$ cat config.mk
export PLATFORM = sky130hd
export DESIGN_NAME = ahb_master_arbiter
export DESIGN_NICKNAME = d
export VERILOG_FILES = /design/src/rtl/ahb_master_arbiter.sv
export SDC_FILE = /design/constraint.sdc
export NUM_CORES = 1
export LEC_CHECK = 0
export CAP_MARGIN = 20
export CORE_AREA = 2 2 278 280
export DETAILED_ROUTE_END_ITERATION = 7
export DIE_AREA = 0 0 280 282
export GPL_TIMING_DRIVEN = 0
export PLACE_DENSITY_LB_ADDON = 0.08
export SLEW_MARGIN = 20
export SYNTH_ARGS = -nofsm -noshare
export SYNTH_HDL_FRONTEND = slang
export SYNTH_SLANG_ARGS = --single-unit
$ cat constraint.sdc
create_clock -name clk -period 2.62 [get_ports clk]
set_input_delay 0.524 -clock clk [delete_from_list [all_inputs] [get_ports clk]]
set_output_delay 0.524 -clock clk [all_outputs]
set_load 0.02 [all_outputs]
$ cat src/rtl/ahb_master_arbiter.sv
// Round-robin arbiter sharing one AHB master port between NM bus units.
// Grant/release uses bus_req/bus_ack; the owner's control and data are muxed onto the AHB.
module ahb_master_arbiter #(
  parameter int NM       = 3,
  parameter int HOLD_MAX = 256,
  parameter int CW       = 16
) (
  input  logic             clk,
  input  logic             rst,
  input  logic [NM-1:0]    mst_bus_req,
  output logic [NM-1:0]    mst_bus_ack,
  output logic [NM-1:0]    mst_yield,
  input  logic [NM*64-1:0] mst_haddr,
  input  logic [NM-1:0]    mst_hwrite,
  input  logic [NM*4-1:0]  mst_hsize,
  input  logic [NM*3-1:0]  mst_hburst,
  input  logic [NM*4-1:0]  mst_hprot,
  input  logic [NM*2-1:0]  mst_htrans,
  input  logic [NM-1:0]    mst_hmastlock,
  input  logic [NM*64-1:0] mst_hwdata,
  output logic [NM-1:0]    mst_hready,
  output logic [NM-1:0]    mst_hresp,
  output logic [63:0]      mst_hrdata,
  output logic [63:0]      haddr,
  output logic             hwrite,
  output logic [3:0]       hsize,
  output logic [2:0]       hburst,
  output logic [3:0]       hprot,
  output logic [1:0]       htrans,
  output logic             hmastlock,
  output logic [63:0]      hwdata,
  input  logic             hready,
  input  logic             hresp,
  input  logic             hreset_n,
  input  logic [63:0]      hrdata,
  output logic [1:0]       o_dbg_state
);

  localparam int IW = (NM > 1) ? $clog2(NM) : 1;

  typedef enum logic [1:0] {S_IDLE = 2'd0, S_GRANT = 2'd1, S_GAP = 2'd2} state_t;

  // Handshake: a master raises mst_bus_req and holds it for the whole ownership;
  // mst_bus_ack (registered, one-hot) follows one cycle after the request is sampled
  // in IDLE/GAP; dropping req while owning returns the bus after a one-cycle GAP.

  state_t          r_state;
  logic [IW-1:0]   r_owner;
  logic [IW-1:0]   r_ptr;
  logic [CW-1:0]   r_hold;
  logic [NM-1:0]   r_ack;
  logic            w_rst;
  logic            w_found;
  logic [IW-1:0]   w_pick;
  logic            w_others;

  assign w_rst = rst | ~hreset_n;

  // Cyclic scan from r_ptr+1; descending loop so the nearest requester wins.
  always_comb begin
    logic [IW-1:0] v_idx;
    v_idx   = '0;
    w_found = 1'b0;
    w_pick  = '0;
    for (int k = NM; k >= 1; k--) begin
      v_idx = IW'((int'(r_ptr) + k) % NM);
      if (mst_bus_req[v_idx]) begin
        w_found = 1'b1;
        w_pick  = v_idx;
      end
    end
  end

  always_ff @(posedge clk) begin
    if (w_rst) begin
      r_state <= S_IDLE;
      r_ack   <= '0;
      r_owner <= '0;
      r_ptr   <= IW'(NM - 1);
      r_hold  <= '0;
    end else begin
      case (r_state)
        S_IDLE, S_GAP: begin
          if (w_found) begin
            r_owner <= w_pick;
            r_ack   <= NM'(1) << w_pick;
            r_hold  <= '0;
            r_state <= S_GRANT;
          end else begin
            r_state <= S_IDLE;
          end
        end
        S_GRANT: begin
          if (!mst_bus_req[r_owner]) begin
            r_ptr   <= r_owner;
            r_ack   <= '0;
            r_state <= S_GAP;
          end
          if (r_hold != '1) r_hold <= r_hold + CW'(1);
        end
        default: r_state <= S_IDLE;
      endcase
    end
  end

  always_comb begin
    haddr     = '0;
    hwrite    = 1'b0;
    hsize     = '0;
    hburst    = '0;
    hprot     = '0;
    htrans    = 2'b00;
    hmastlock = 1'b0;
    hwdata    = '0;
    if (r_state == S_GRANT) begin
      for (int i = 0; i < NM; i++) begin
        if (r_owner == IW'(i)) begin
          haddr     = mst_haddr[64*i +: 64];
          hwrite    = mst_hwrite[i];
          hsize     = mst_hsize[4*i +: 4];
          hburst    = mst_hburst[3*i +: 3];
          hprot     = mst_hprot[4*i +: 4];
          htrans    = mst_htrans[2*i +: 2];
          hmastlock = mst_hmastlock[i];
          hwdata    = mst_hwdata[64*i +: 64];
        end
      end
    end
  end

  // Yield is only a hint; a locked sequence is never asked to break.
  assign w_others  = |(mst_bus_req & ~r_ack);
  assign mst_yield = ((r_state == S_GRANT) && (r_hold >= CW'(HOLD_MAX)) && w_others && !hmastlock)
                     ? r_ack : '0;

  assign mst_bus_ack = r_ack;
  assign mst_hready  = r_ack & {NM{hready}};
  assign mst_hresp   = r_ack & {NM{hresp}};
  assign mst_hrdata  = hrdata;
  assign o_dbg_state = r_state;

endmodule
==> impl_metrics.tcl <==
set metrics [dict create \
    clockBufferDepth 2 \
    pre_cts_ws_ns -1.505 \
    initial_core_util 0.07205 \
    wl_per_cell_um 20.22 \
    syn_to_final_growth_pct 148.8 \
    cp_max_fo 10 \
    synth_edf_count 0 \
    syn-num-nets 1388 \
    skew_ns 0.002811 \
    fin_crit_sh 0.9548 \
    synthFlopType "dfxtp_1" \
    timing.rr.start "r_ptr[0]" \
    rr_worst_depth 9 \
    setup_viol 0 \
    dieWidth_um 280 \
    finalWorstSetupSlack_ns 0.1185 \
    cp.arrival_ns 1.98 \
    yosys_warnings 0 \
    cts_made_buffers 3 \
    hold-path-cell-count 2 \
    grt_overflow 0 \
    post-synth-top-count-cell "nor2_1" \
    cts_root_buf "clkbuf_16" \
    die_h_um 282 \
    hold_path_end "r_hold[1]" \
    h-tree-depth 1 \
    path_class "reg -> out" \
    route.detailed.drc 0 \
    dpl.hpwl_mm 44.64 \
    synth-seq-cells 25 \
    drtPass1Iterations 4 \
    num_vias 8584 \
    syn_avg_cell_area_sq_um 6.191 \
    grt.total_usage 0.1214 \
    core_area_sq_um 75700 \
    dr.first_iter.drc_count 210 \
    leakage_nw 5.270 \
    grt_pass1_vias 9013 \
    synth_common_cells "nor2_1, a21oi_1, mux2i_1" \
    clkTransAtPathRegs_ns 0.07 \
    worstHoldStart "r_hold[1]" \
    dp.cells 2516 \
    slew_violations 0 \
    timing.hold.ws_ns 0.5078 \
    final_antenna_net_count 0 \
    synth.area.top_cells "mux2i_1, nor2_1, a21oi_1" \
    fmax_mhz 399.8 \
    row_count 101 \
    synth_area_leader_cell "mux2i_1" \
    drv_cap 0 \
    grt_pass1_wl_mm 68.66 \
    syn_area_sq_um 5454 \
    min_path_type "reg -> reg" \
    worst_pin_slew_ns 0.6719 \
    rsz0062_at_grt "no" \
    final_nets 2055 \
    cp.required_ns 2.10 \
    die_area_sq_um 78960 \
    place_congestion 0.7935 \
    ir_worst_vdd_mv 0.1948 \
    crit_path_end_kind "output port" \
    wl_mm 51.21 \
    async_flop_share 0 \
    start_kind "register" \
    finalNonFillerCells 2532 \
    synth_top_area_share 0.2680 \
    drive_gt1_frac 0.1254 \
    p_per_area_nw_per_um2 184.9 \
    synthCells 881 \
    clock_latency_ns 0.26 \
    r2r_setup_slack_ns 0.39 \
    worst_r2r_endpoint "r_owner[1]" \
    io_buffers 657 \
    fin_crit_ns 2.502 \
    synth_cell_types 42 \
    relSlewSlack 0.5501 \
    ys_seq_area_frac 0.09176 \
    final_hold_viol_count 0 \
    grt_max_degree 14 \
    cts_tree "done" \
    outcome "complete, no violations" \
    vias_per_cell 3.390 \
    cts.sinks 25 \
    top_level_ports 722 \
    antenna_found_initial 13 \
]
-- cell type report --
class / instances / area, sq um
fillers: 8653 / 62130
repair buffers: 663 / 6492
multi-input cells: 715 / 4182
well taps: 978 / 1224
plain buffers: 133 / 1044
flip-flops and latches: 25 / 504.2
clock buffers: 4 / 78.83
inverters: 7 / 26.28
diodes: 7 / 17.52
-- sequential cells by signal, summed over array words and instances (netlist names) --
signal and flops:
r_hold 16, mst_bus_ack 3, o_dbg_state 2, r_owner 2
r_ptr 2
-- cells by family after synthesis --
group / Yosys count / share of synthesized area
AND/OR/NAND/NOR: 381 / 0.2941
AO/OA/AOI/OAI: 169 / 0.1647
multiplexers: 146 / 0.2680
buffers and inverters: 141 / 0.1468
flip-flops: 25 / 0.09176
XOR/XNOR: 13 / 0.02088
adder cells (fa/ha/maj): 6 / 0.01376
-- layer usage --
metal / GRT usage / wire length (um) / share of wire
met1: 0.1326 / 19400 / 0.38
met2: 0.2287 / 26610 / 0.52
met3: 0.04475 / 4611 / 0.090
met4: 0.01330 / 532 / 0.010
met5: 0 / 55 / 0.0011
-- timing repair --
action	CTS	global route
hold buffers	0	0
cloned	0	0
pin swaps	1	0
setup endpoints to repair	146	72
setup buffers	4	2
resized for setup	346	40
hold endpoints to repair	0	0
-- where the power goes --
group	leakage [nW]	internal, mW	switching, mW
registers	0.203	0.383	0.00737
logic	5.03	1.02	0.738
clock network	0.0382	0.209	0.149
total	5.27	1.61	0.895
-- stage by stage --
| stage | setup TNS, ns | util | cell area, sq um | total power, mW |
|---|---|---|---|---|
| 3_3_place_gp | -131.69 | 0.1751 | 13250 | 2.225 |
| 4_1_cts | 0 | 0.1787 | 13530 | 2.561 |
| 2_1_floorplan | 0 | - | 5454 | 1.058 |
| 3_5_place_dp | -128.11 | 0.1751 | 13250 | 2.225 |
| 6_report | 0 | 0.1792 | 13570 | 2.509 |
| 5_1_grt | 0 | 0.1792 | 13560 | 2.678 |
-- worst max-delay path: stages, from the launching register on --
cell and delay, ns:
dfxtp_4 0.39, buf_6 0.20, buf_6 0.22, mux2i_1 0.31, nor2_1 0.07, a21oi_1 0.12
nor2_1 0.05, dlygate4sd2_1 0.33
-- worst max-delay path by stage --
stage | start | end | slack (ns) | cells past startpoint
after floorplan | o_dbg_state[1] | haddr[0] | 0.52 | 5
after detailed placement | r_owner[0] | hwdata[61] | -1.51 | 8
after CTS | r_owner[1] | haddr[40] | 0.002 | 7
after global placement | r_owner[0] | hwdata[61] | -1.41 | 8
final | r_owner[0] | haddr[47] | 0.12 | 7
after global routing | r_owner[1] | haddr[37] | 0.00009 | 7
-- placed cells by master (no fill, tap or decap), types with 4 or more instances in the layout --
cell type          n
a21oi_1          149
and2_1            10
buf_2              8
buf_4             76
buf_6             15
clkbuf_16          4
clkbuf_2          28
clkbuf_4          19
clkdlybuf4s15_1   17
clkdlybuf4s15_2   24
clkdlybuf4s50_1  508
dfxtp_1           24
diode_2            7
dlygate4sd2_1     91
ha_1               6
inv_1              7
mux2i_1          145
nand2_1           12
nand2b_1           9
nand3_1            8
nand4_1            5
nor2_1           303
nor2b_1            6
nor3_1             5
nor4_1             4
o21ai_0            4
xnor2_1            9
xor2_1             4
No activity file was read; power rests on OpenSTA's default activity.
